[config.mk]
export PLATFORM = sky130hd
export DESIGN_NAME = uart_tx_frame
export DESIGN_NICKNAME = d
export VERILOG_FILES = /design/src/rtl/uart_tx_pkg.sv /design/src/rtl/uart_tx_serializer.sv /design/src/rtl/uart_tx_frame.sv
export SDC_FILE = /design/constraint.sdc
export NUM_CORES = 1
export LEC_CHECK = 0
export BUFFER_PORTS_ARGS = -buffer_cell sky130_fd_sc_hd__buf_2
export CELL_PAD_IN_SITES_DETAIL_PLACEMENT = 1
export CELL_PAD_IN_SITES_GLOBAL_PLACEMENT = 1
export CORE_UTILIZATION = 35
export CTS_BUF_LIST = sky130_fd_sc_hd__clkbuf_8
export DETAILED_ROUTE_END_ITERATION = 12
export GPL_ROUTABILITY_DRIVEN = 0
export PLACE_DENSITY = 0.78
export SLEW_MARGIN = 20
export SYNTH_ARGS = -nofsm -noshare
export SYNTH_HDL_FRONTEND = slang
export SYNTH_SLANG_ARGS = --single-unit
[constraint.sdc]
create_clock -name clk -period 1.7 [get_ports clk]
set_input_delay 0.34 -clock clk [delete_from_list [all_inputs] [get_ports clk]]
set_output_delay 0.34 -clock clk [all_outputs]
set_load 0.05 [all_outputs]
[src/rtl/uart_tx_pkg.sv]
// Shared definitions for the UART transmit path: frame states, parity selectors
// and line-level constants used by the frame FSM and its serializer.
package uart_tx_pkg;

  typedef enum logic [2:0] {
    ST_IDLE   = 3'd0,
    ST_START  = 3'd1,
    ST_DATA   = 3'd2,
    ST_PARITY = 3'd3,
    ST_STOP   = 3'd4
  } tx_state_e;

  localparam logic PAR_EVEN  = 1'b0;
  localparam logic PAR_ODD   = 1'b1;
  localparam logic START_BIT = 1'b0;
  localparam logic STOP_BIT  = 1'b1;

  // Bit counter width; supports frames of up to 16 data bits.
  localparam int CNT_W = 4;

endpackage

[src/rtl/uart_tx_serializer.sv]
// Loadable LSB-first shift register with a bit counter that tracks which data
// bit is currently on the line, flagging the last one with ser_done.
module uart_tx_serializer
  import uart_tx_pkg::*;
#(
  parameter int DATA_WIDTH = 8
) (
  input  logic                  clk,
  input  logic                  rst,
  input  logic                  load,
  input  logic                  shift,
  input  logic [DATA_WIDTH-1:0] load_data,
  output logic                  ser_bit,
  output logic                  ser_done
);

  localparam logic [CNT_W-1:0] LAST_IDX = CNT_W'(DATA_WIDTH - 1);

  logic [DATA_WIDTH-1:0] shreg_q;
  logic [CNT_W-1:0]      cnt_q;
  logic                  primed_q;

  // The first shift after a load moves bit 0 onto the line, so it arms the
  // counter instead of advancing it; cnt_q then equals the index of the bit
  // being driven.
  always_ff @(posedge clk) begin
    if (!rst) begin
      shreg_q  <= '0;
      cnt_q    <= '0;
      primed_q <= 1'b0;
    end else if (load) begin
      shreg_q  <= load_data;
      cnt_q    <= '0;
      primed_q <= 1'b0;
    end else if (shift) begin
      shreg_q  <= shreg_q >> 1;
      primed_q <= 1'b1;
      if (primed_q) begin
        cnt_q <= cnt_q + 1'b1;
      end
    end
  end

  assign ser_bit  = shreg_q[0];
  assign ser_done = primed_q && (cnt_q == LAST_IDX);

endmodule

[src/rtl/uart_tx_frame.sv]
// UART frame transmitter: one frame bit per baud-clock cycle, start + data
// (LSB first) + optional parity + stop, with registered tx_out and busy.
module uart_tx_frame
  import uart_tx_pkg::*;
#(
  parameter int   DATA_WIDTH = 8,
  parameter logic IDLE_LEVEL = 1'b1
) (
  input  logic                  clk,
  input  logic                  rst,
  input  logic [DATA_WIDTH-1:0] p_data,
  input  logic                  data_valid,
  input  logic                  par_en,
  input  logic                  par_typ,
  output logic                  tx_out,
  output logic                  busy
);

  tx_state_e state_q;
  logic      tx_q;
  logic      busy_q;
  logic      par_en_q;
  logic      par_bit_q;

  logic      ser_load;
  logic      ser_shift;
  logic      ser_bit;
  logic      ser_done;

  function automatic logic calc_parity(input logic [DATA_WIDTH-1:0] d,
                                       input logic typ);
    return (^d) ^ (typ == PAR_ODD);
  endfunction

  assign ser_load  = (state_q == ST_IDLE) && data_valid;
  assign ser_shift = (state_q == ST_START) ||
                     ((state_q == ST_DATA) && !ser_done);

  uart_tx_serializer #(
    .DATA_WIDTH (DATA_WIDTH)
  ) u_ser (
    .clk       (clk),
    .rst       (rst),
    .load      (ser_load),
    .shift     (ser_shift),
    .load_data (p_data),
    .ser_bit   (ser_bit),
    .ser_done  (ser_done)
  );

  // tx_q always carries the bit for the state being entered, so the line
  // changes exactly on the edge that changes state.
  always_ff @(posedge clk) begin
    if (!rst) begin
      state_q   <= ST_IDLE;
      tx_q      <= IDLE_LEVEL;
      busy_q    <= 1'b0;
      par_en_q  <= 1'b0;
      par_bit_q <= 1'b0;
    end else begin
      case (state_q)
        ST_IDLE: begin
          if (data_valid) begin
            state_q   <= ST_START;
            tx_q      <= START_BIT;
            busy_q    <= 1'b1;
            par_en_q  <= par_en;
            par_bit_q <= calc_parity(p_data, par_typ);
          end else begin
            tx_q   <= IDLE_LEVEL;
            busy_q <= 1'b0;
          end
        end
        ST_START: begin
          state_q <= ST_DATA;
          tx_q    <= ser_bit;
        end
        ST_DATA: begin
          if (ser_done) begin
            if (par_en_q) begin
              state_q <= ST_PARITY;
              tx_q    <= par_bit_q;
            end else begin
              state_q <= ST_STOP;
              tx_q    <= IDLE_LEVEL;
            end
          end else begin
            tx_q <= ser_bit;
          end
        end
        ST_PARITY: begin
          state_q <= ST_STOP;
          tx_q    <= IDLE_LEVEL;
        end
        ST_STOP: begin
          state_q <= ST_IDLE;
          tx_q    <= IDLE_LEVEL;
          busy_q  <= 1'b0;
        end
        default: begin
          state_q <= ST_IDLE;
          tx_q    <= IDLE_LEVEL;
          busy_q  <= 1'b0;
        end
      endcase
    end
  end

  assign tx_out = tx_q;
  assign busy   = busy_q;

endmodule

# Word level (Yosys, flattened, before mapping)
# Index checks and enable logic that the tools add are counted.
# totals
register_bits,20
in_bits,13
out_inout_bits,2
elab_cells,42
# op_classes
add_sub_neg,1
n_eq_ne,6
n_mux,12
n_bitwise,2
n_reduce_logical,13
# ops
op,count
8-bit 2-to-1 mux,2
3-bit case mux with 4 select lines,1
3-bit 2-to-1 mux,3
8-bit XOR reduction,1
"3-bit by 2-bit == test with 1-bit output, second input constant",2
2-bit AND reduction,3
"4-bit by 1-bit adder with 4-bit output, second input constant",1
"4-bit by 3-bit == test with 1-bit output, second input constant",1
1-bit 2-to-1 mux,4
"2-bit inequality test, second input constant",2
"3-bit by 1-bit == test with 1-bit output, second input constant",1
1-bit logical AND,3
3-bit logical NOT,1
1-bit case mux with 3 select lines,1
3-bit OR reduction,1
1-bit case mux with 2 select lines,1
2-bit nonzero test,1
2-bit OR reduction,1
1-bit logical NOT,1
1-bit logical OR,1
1-bit NOT,1
1-bit XOR,1

# Depth between registers and ports, before layout
# Gate-level depths: netlist (run 1).
# logic_depth
word_depth,7
depth_mapped,6
mapped_depth_nobuf,5

# Cells and area by module
# Synthesis (run 1) repeated with hierarchy kept, for this count alone.
# hier_totals
hier_cells,111
hier_area_um2,1029.7
# modules_own_cells
module,instances,cells_per_inst,area_each_um2,seq_area_each_um2
uart_tx_serializer,1,65,580.6,260.2
uart_tx_frame,1,46,449.2,140.1

# Worst setup path before layout (run 1)
# Ideal clock, no wire load.
# synth_path
path_kind,reg-to-reg
from,register u_ser.cnt_q[0]
to,register u_ser.cnt_q[3]
t_arrival_ns,1.590
required_time_ns,1.630
setup_slack_ns,0.040
path_stages_with_launch,6
synth_period_minus_slack_ns,1.660
cell_sequence,dfxtp_1 ha_1 and4b_1 o21a_1 or4_1 a21oi_1
# synth_between
elab_chain_len,6
# synth_rtl
element,line_no,rtl
start: declaration,uart_tx_serializer.sv:20,logic [CNT_W-1:0] cnt_q;
start signal: assignment,uart_tx_serializer.sv:39,cnt_q <= cnt_q + 1'b1;
4-bit by 3-bit == test with 1-bit output,uart_tx_serializer.sv:45,assign ser_done = primed_q && (cnt_q == LAST_IDX);
1-bit logical AND,uart_tx_serializer.sv:45,
1-bit logical NOT,uart_tx_frame.sv:37,((state_q == ST_DATA) && !ser_done);
1-bit logical AND,uart_tx_frame.sv:37,
1-bit logical OR,uart_tx_frame.sv:36,assign ser_shift = (state_q == ST_START) ||
2-bit AND reduction (no line),--,
# Parallel ways exist; a longest one is shown, timed or not.
# A chain may end at the register's enable or synchronous reset.

# Worst setup path after layout (run 1)
# layout_path
from,register u_ser.cnt_q[1]
to,register u_ser.cnt_q[1]
# Same word-level chain as after synthesis.

==> impl_results.md, run 1 <==
- P&R area growth vs syn: 17.19%
- Worst-Skew Late Latency: 260 ps
- Via/cell ratio: 5.542
- Yosys cell types: 33
- Placed cell area: 0.001191 mm²
- Initial antenna violation count: 0
- # rows: 19
- Hold wc startpoint: p_data[7]
- Worst Hold Path EP: u_ser.shreg_q[7]
- Gate Count Post-Synth: 119
- GR peak layer: met2
- Relative slew slack: 81.59%
- Met1 Use GR: 21.21%
- Clk_skew: 5.549 ps
- Setup TNS: 0 ps
- HPWL Detailed: 1803 µm
- Reg2Reg Depth: 6
- CTS Buf Count: 3
- Net count, final: 151
- Synth area leaders: dfxtp_1 37%, mux2i_1 7.4%, o21ai_0 6.0%
- Seq/Total Area, Yosys: 37.17%
- Endpoints failing setup: 0
- CTS tree: done
- Global-route wire length before repair: 4326 µm
- Root Buffer: clkbuf_8
- Outcome: completed
- Hold path cells: 3
- Total power: 1.061 mW
- PD cells: 840.2 mW/mm²
- Tmin final: 1621 ps
- Startpoint Class: flop
- DR DRC count: 0
- Wire per inst: 15.08 µm
- Dpl ws: -18.41 ps
- DRT iter0 DRCs: 33
- Mapped Nets: 133
- Initial core utilization: 38.08%
- Die height: 57.48 µm
- Layout cell share with drive strength beyond 1: 22.96%
- Clock sinks: 20
- ANT cells: 0
- I/O Pins: 15
- Worst slew pin tran: 275.8 ps
- Worst R2R Start: u_ser.cnt_q[1]
- Req. time, crit path: 1880 ps
- Vias in the first global route: 955
- Reg2Reg Setup Slack: 80 ps
- Worst endpoint data arrival time: 1800 ps
- Final ANT Viol Nets: 0
- Total track usage: 17.10%
- Critical Path End Type: flop
- Maximum vdd drop: 0.3118 mV
- PnR worst setup slack: 78.88 ps
- Syn Std Cell Area: 0.001077 mm²
- Clk slew on worst S/H paths: 70 ps
- Hold Crit Class: in2reg
- Max Cap Violations: 0
- Met3 usage: 2.948%
- Vias: 920
- TritonRoute pass-1 iters: 4
- LEAKAGE: 0.4858 nW
- Top cell type's share of synthesized area: 37.17%
- Hold_ws: 352.4 ps
- #FFs+latches synth: 20
- CTS H-tree depth: 1
- Global route overflow: 0
- Synth Warn #: 0
- Global Route met2 Usage: 29.07%
- Syn Area/Cell: 9.053 µm²
- Horiz. Die Dim: 57.48 µm
- Total die area: 0.003304 mm²
- Fmax: 616.9 MHz
- Port bufs: 14
- Reg2reg end: u_ser.cnt_q[1]
- Slew Viols, Final: 0
- Largest net degree at the start of global routing: 19
- WS Path Type: reg2reg
- Post-route cell area: 0.001262 mm²
- Core Region: 0.002829 mm²
- Tcrit/Tclk final: 95.36%
- Max clock buf depth: 2
- CP Max Fanout: 6
- Unrepaired setup endpoints after global routing: yes
- Final WL: 2503 µm
- Hold Violations, Final: 0
- Area leader, netlist: dfxtp_1
[report_power, final]
part           internal (mW)  leakage (nW)  switching [mW]
registers              0.500         0.165          0.0238
logic                  0.111         0.299           0.121
clock network          0.158        0.0216           0.147
total                  0.768         0.486           0.292
[cell usage after synthesis]
cell type   n
nor3b_1     2
or4_1       2
ha_1        1
a211oi_1    1
or3b_1      1
a21oi_1     9
xor2_1      2
nor2_1      7
mux2i_1     8
o21a_1      2
and4b_1     1
nand2_1     5
o211ai_1    1
a21boi_0    1
nand3_1     1
nand4b_1    1
buf_4       1
or3b_2      1
nor4b_4     1
nand2b_1    6
buf_6       2
xnor3_1     1
o31ai_1     2
o21ai_0    13
clkbuf_1    4
a211o_1     1
nor2b_1     1
or3_1       8
dfxtp_1    20
xnor2_1     3
o21bai_1    1
a21boi_1    7
inv_1       2
[per-stage QoR]
stage | instances | utilization (%)
2_1_floorplan | 119 | -
5_1_grt | 166 | 44.63
6_report | 166 | 44.63
4_1_cts | 166 | 44.01
3_5_place_dp | 162 | 42.11
3_3_place_gp | 162 | 42.11
[state kept, by name (all words and copies together) (netlist names)]
name            count
u_ser.primed_q      1
state_q             3
busy                1
u_ser.cnt_q         4
u_ser.shreg_q       8
par_bit_q           1
par_en_q            1
tx_out              1
[repair_timing]
action | CTS | global route
gates resized for setup | 3 | 5
endpoints found under the hold margin | 0 | 0
pin swaps | 0 | 6
hold buffers | 0 | 0
setup buffers | 1 | 0
setup endpoints to repair | 10 | 11
[cell type report]
type,count,area (µm²)
timing repair buffer,20,131.4
fill,335,1567
multi-input combinational,90,639.4
inverter,2,7.507
tap,31,38.79
sequential,20,404.1
clock buffer,3,41.29
[critical path: stages (launching register included)]
cell and delay, ps:
dfxtp_2 340, ha_4 160, and4b_2 230, o21a_1 200
buf_6 130, or3b_1 350, a21oi_1 140
[layout by cell type (no fill, tap or decap), drive strengths merged, types with 3 or more instances in the layout]
| cell | n |
|---|---|
| a21oi | 9 |
| buf | 20 |
| nand2 | 5 |
| a21boi | 8 |
| or3 | 8 |
| dfxtp | 20 |
| nand2b | 6 |
| xnor2 | 3 |
| nor2 | 7 |
| mux2i | 8 |
| o21ai | 13 |
| clkbuf | 3 |
[worst max-delay path by stage]
stage | end | cells past startpoint | start
floorplan | u_ser.cnt_q[3] | 5 | u_ser.cnt_q[0]
global placement | u_ser.cnt_q[3] | 5 | u_ser.cnt_q[0]
detailed placement | u_ser.shreg_q[1] | 5 | u_ser.cnt_q[1]
CTS | u_ser.cnt_q[1] | 6 | u_ser.cnt_q[1]
global route | u_ser.cnt_q[0] | 6 | u_ser.cnt_q[1]
finish | u_ser.cnt_q[1] | 6 | u_ser.cnt_q[1]
[cell families after synthesis]
family          count (synthesis)  synth area share (%)
mux                             8                 7.434
compound gates                 38                 21.49
simple gates                   37                 21.72
buf+inv                         9                 4.878
flops                          20                 37.17
xor+xnor                        6                 6.156
fa+ha+maj                       1                 1.161
[metal layers]
metal | vias to the layer above | wire [µm]
li1 | 459 | -
met1 | 445 | 1143
met2 | 12 | 1280
met3 | 4 | 54
met4 | 0 | 25
met5 | - | 0
Power figures use the tool's default switching activity.
==> run 2, diff against run 1 <==
- SKIP_CTS_REPAIR_TIMING: unset -> 1
- SYNTH_HIERARCHICAL: unset -> 1
==> run 2 against run 1 <==
Effect of this change: the run now ends with negative setup slack left; die area is 4.3% lower; first-iteration DRC count is 73% lower; final cell count is 2.4% higher; sequential power is 5.0% higher; register-to-register slack worse by 420 ps; via count is 4.5% lower; non-clock buffer count is 9 higher; clock skew is 4.2 ps lower; critical path depth is 3 higher; sequential share of layout area is 2.1 points lower; synthesized cell count is 6.7% lower; critical path type unchanged; largest power group unchanged.
==> impl_results.md, run 2 <==
- Seq. cell area: 402.9 µm²
- Slew Viols, Final: 0
- Post-route cell area: 0.001349 mm²
- CTS Buf Count: 3
- ANT cells: 0
- Total track usage: 15.89%
- Reg2Reg Setup Slack: -340 ps
- Critical Path End Type: flop
- Hold Crit Class: in2reg
- CTS tree: done
- # rows: 19
- Net count, final: 155
- TritonRoute pass-1 iters: 4
- Metal2 WL: 1203 µm
- Seq/Total Area, Yosys: 38.88%
- Max Cap Violations: 0
- Gate Count Post-Synth: 111
- CP cell instances: ha_4 > and4b_2 > or3b_4 > a21oi_4 > buf_4 > clkbuf_16 > mux2i_1 > o21ai_1 > and2_1
- Root Buffer: clkbuf_8
- Worst R2R Start: u_ser/cnt_q[0]
- Horiz. Die Dim: 56.24 µm
- Share of total power in sequential cells: 40.1%
- Worst-Skew Late Latency: 250 ps
- CP max-delay cell: or3b_4
- Final ANT Viol Nets: 0
- Pint: 0.9479 mW
- Fmax: 490.9 MHz
- Die height: 56.24 µm
- Req. time, crit path: 1850 ps
- Endpoints failing setup: 14
- Kind of cell adding the most delay to the critical path: simple AND/OR/NAND/NOR gates
- Startpoint Class: flop
- Largest net degree at the start of global routing: 21
- Unrepaired setup endpoints after global routing: yes
- Regs by FF count: u_ser/shreg_q: 8 flops, u_ser/cnt_q: 4 flops, state_q: 3 flops
- Maximum vdd drop: 0.5778 mV
- Main synth FF type: dfxtp_1
- Tcrit/Tclk final: 119.8%
- Tmin final: 2037 ps
- Most common cell after layout, fill and taps aside: dfxtp_1
- CTS H-tree depth: 1
- Largest Register: u_ser/shreg_q
- Syn Std Cell Area: 0.001030 mm²
- Core Util, Final: 48.49%
- DRT iter0 DRCs: 9
- Vias: 879
- Area leader, netlist: dfxtp_1
- Met3 WL: 51 µm
- Top routing layer used: met4
- Top cell type's share of synthesized area: 38.88%
- Combinational share of power: 37.4%
- Max reg flops: 8
- CP Max Fanout: 5
- Global route overflow: 0
- Outcome: finished with violations
- Worst path max stage delay: 380 ps
- Final WL: 2367 µm
- Layout cell share with drive strength beyond 1: 32.37%
- DR DRC count: 0
- Hold Violations, Final: 0
- Critical path buffers and inverters: 2
- FFs w/ async S/R, synth: 0%
- Failing checks: negative setup slack
- Mapped Nets: 125
- Syn Area/Cell: 9.277 µm²
- Post-route insts no fill: 170
- M1 WL: 1072 µm
- LEAKAGE: 0.5889 nW
- PnR worst setup slack: -337.0 ps
- Vias in the first global route: 854
- P&R area growth vs syn: 30.98%
- Wire per inst: 13.92 µm
- Multi-input logic area: 636.9 µm²
- Placed cell area: 0.001222 mm²
- Number of fill cells: 325
- I/O Pins: 15
- Sw Ratio: 30.76%
- Total die area: 0.003163 mm²
- Initial core utilization: 37.02%
- Synth top cells by count: 20 x dfxtp_1, 10 x mux2i_1, 10 x nand2_1, 10 x nor2_1, 9 x o21ai_0
- Worst endpoint data arrival time: 2190 ps
- Setup TNS: -2872 ps
- Global-route wire length before repair: 3877 µm
- PD cells: 1015 mW/mm²
- Inst Count DP: 163
- Max clock buf depth: 2
- Synth Warn #: 6
- Post-synth EDFFs: 0
- Sw Pwr: 0.4211 mW
- HPWL Detailed: 1678 µm
- Hold wc startpoint: par_en
- Via/cell ratio: 5.171
- #FFs+latches synth: 20
- Clk slew on worst S/H paths: 70 ps
- Core Region: 0.002781 mm²
- Crit path launch: u_ser/cnt_q[0]
- Count leader, synth: dfxtp_1
- Initial antenna violation count: 0
- Relative slew slack: 77.71%
- Clk_skew: 1.394 ps
- Yosys cell types: 35
- Worst slew pin tran: 333.9 ps
- Most frequent cells in the layout: 18 x dfxtp_1, 14 x buf_2, 11 x buf_4
- Port bufs: 14
- Clock sinks: 20
- WS Path Type: reg2reg
- Clock group share of total power: 22.4%
- Synth area leaders: dfxtp_1 39%, mux2i_1 9.7%, o21ai_0 4.4%
==> run 2: changes by cell type in the layout (fill, tap and decap cells not counted), moves of 3 or more <==
cell and change:
a21boi_1 -7, a21oi_1 -7, and2_1 +7, buf_4 +7, nand2_1 +5, nand3_1 +3
nor2_1 +3, o21ai_0 -11, o21ai_1 +7, or3_1 -8
==> run 2: worst paths after layout <==
path / depth (start not counted) / endpoint
worst min register to register: 2 / busy
worst max register to register: 9 / u_ser/shreg_q[2]
worst max-delay path: 9 / u_ser/shreg_q[2]
worst min-delay path: 3 / par_en_q
==> run 2: per-stage QoR <==
step                      setup WS, ps  hold WS, ps  power [mW]
after floorplan                 -270.8        411.8      0.8589
after global placement          -294.9        471.7      0.9798
after detailed placement        -367.6        493.7      0.9967
after CTS                       -380.5        348.6       1.305
after global routing            -391.1        369.5       1.443
final                           -337.0        346.9       1.369
==> run 2: cell families after synthesis <==
| logic type | after synthesis | synth area share (%) |
|---|---|---|
| AOI/OAI and AO/OA | 17 | 9.842 |
| xor gates and xnor gates | 8 | 8.141 |
| adders and majority gates | 1 | 1.215 |
| buffers and inverters | 4 | 2.794 |
| DFF | 20 | 38.88 |
| muxes | 10 | 9.721 |
| and+or+nand+nor | 51 | 29.41 |
==> run 2: metal layers <==
layer | up-vias | track usage, %
met5 | - | 0
met4 | 0 | 7.317
met3 | 4 | 2.791
met2 | 12 | 26.70
met1 | 421 | 19.68
li1 | 442 | -
==> run 2: area by class of cell <==
cell class / count / area share, %
sequential: 20 / 29.87
multi-input combinational: 87 / 47.22
tap: 31 / 2.876
timing repair buffer: 29 / 16.98
clock buffer: 3 / 3.061
==> run 2: power by group through the flow <==
| stage | logic [mW] | registers [mW] | clock network [mW] |
|---|---|---|---|
| after floorplan | 0.271 | 0.588 | 0 |
| after global placement | 0.422 | 0.558 | 0 |
| after detailed placement | 0.437 | 0.560 | 0 |
| after CTS | 0.440 | 0.549 | 0.316 |
| after global routing | 0.556 | 0.556 | 0.331 |
| final | 0.512 | 0.550 | 0.307 |
==> run 2: worst reg2reg max path: cells and delay by family, from the launching register on <==
family	cells	cell delay [ps]
and+or+nand+nor	3	720
adders and majority gates	1	150
buffers and inverters	2	280
DFF	1	340
muxes	1	180
AOI/OAI and AO/OA	2	270
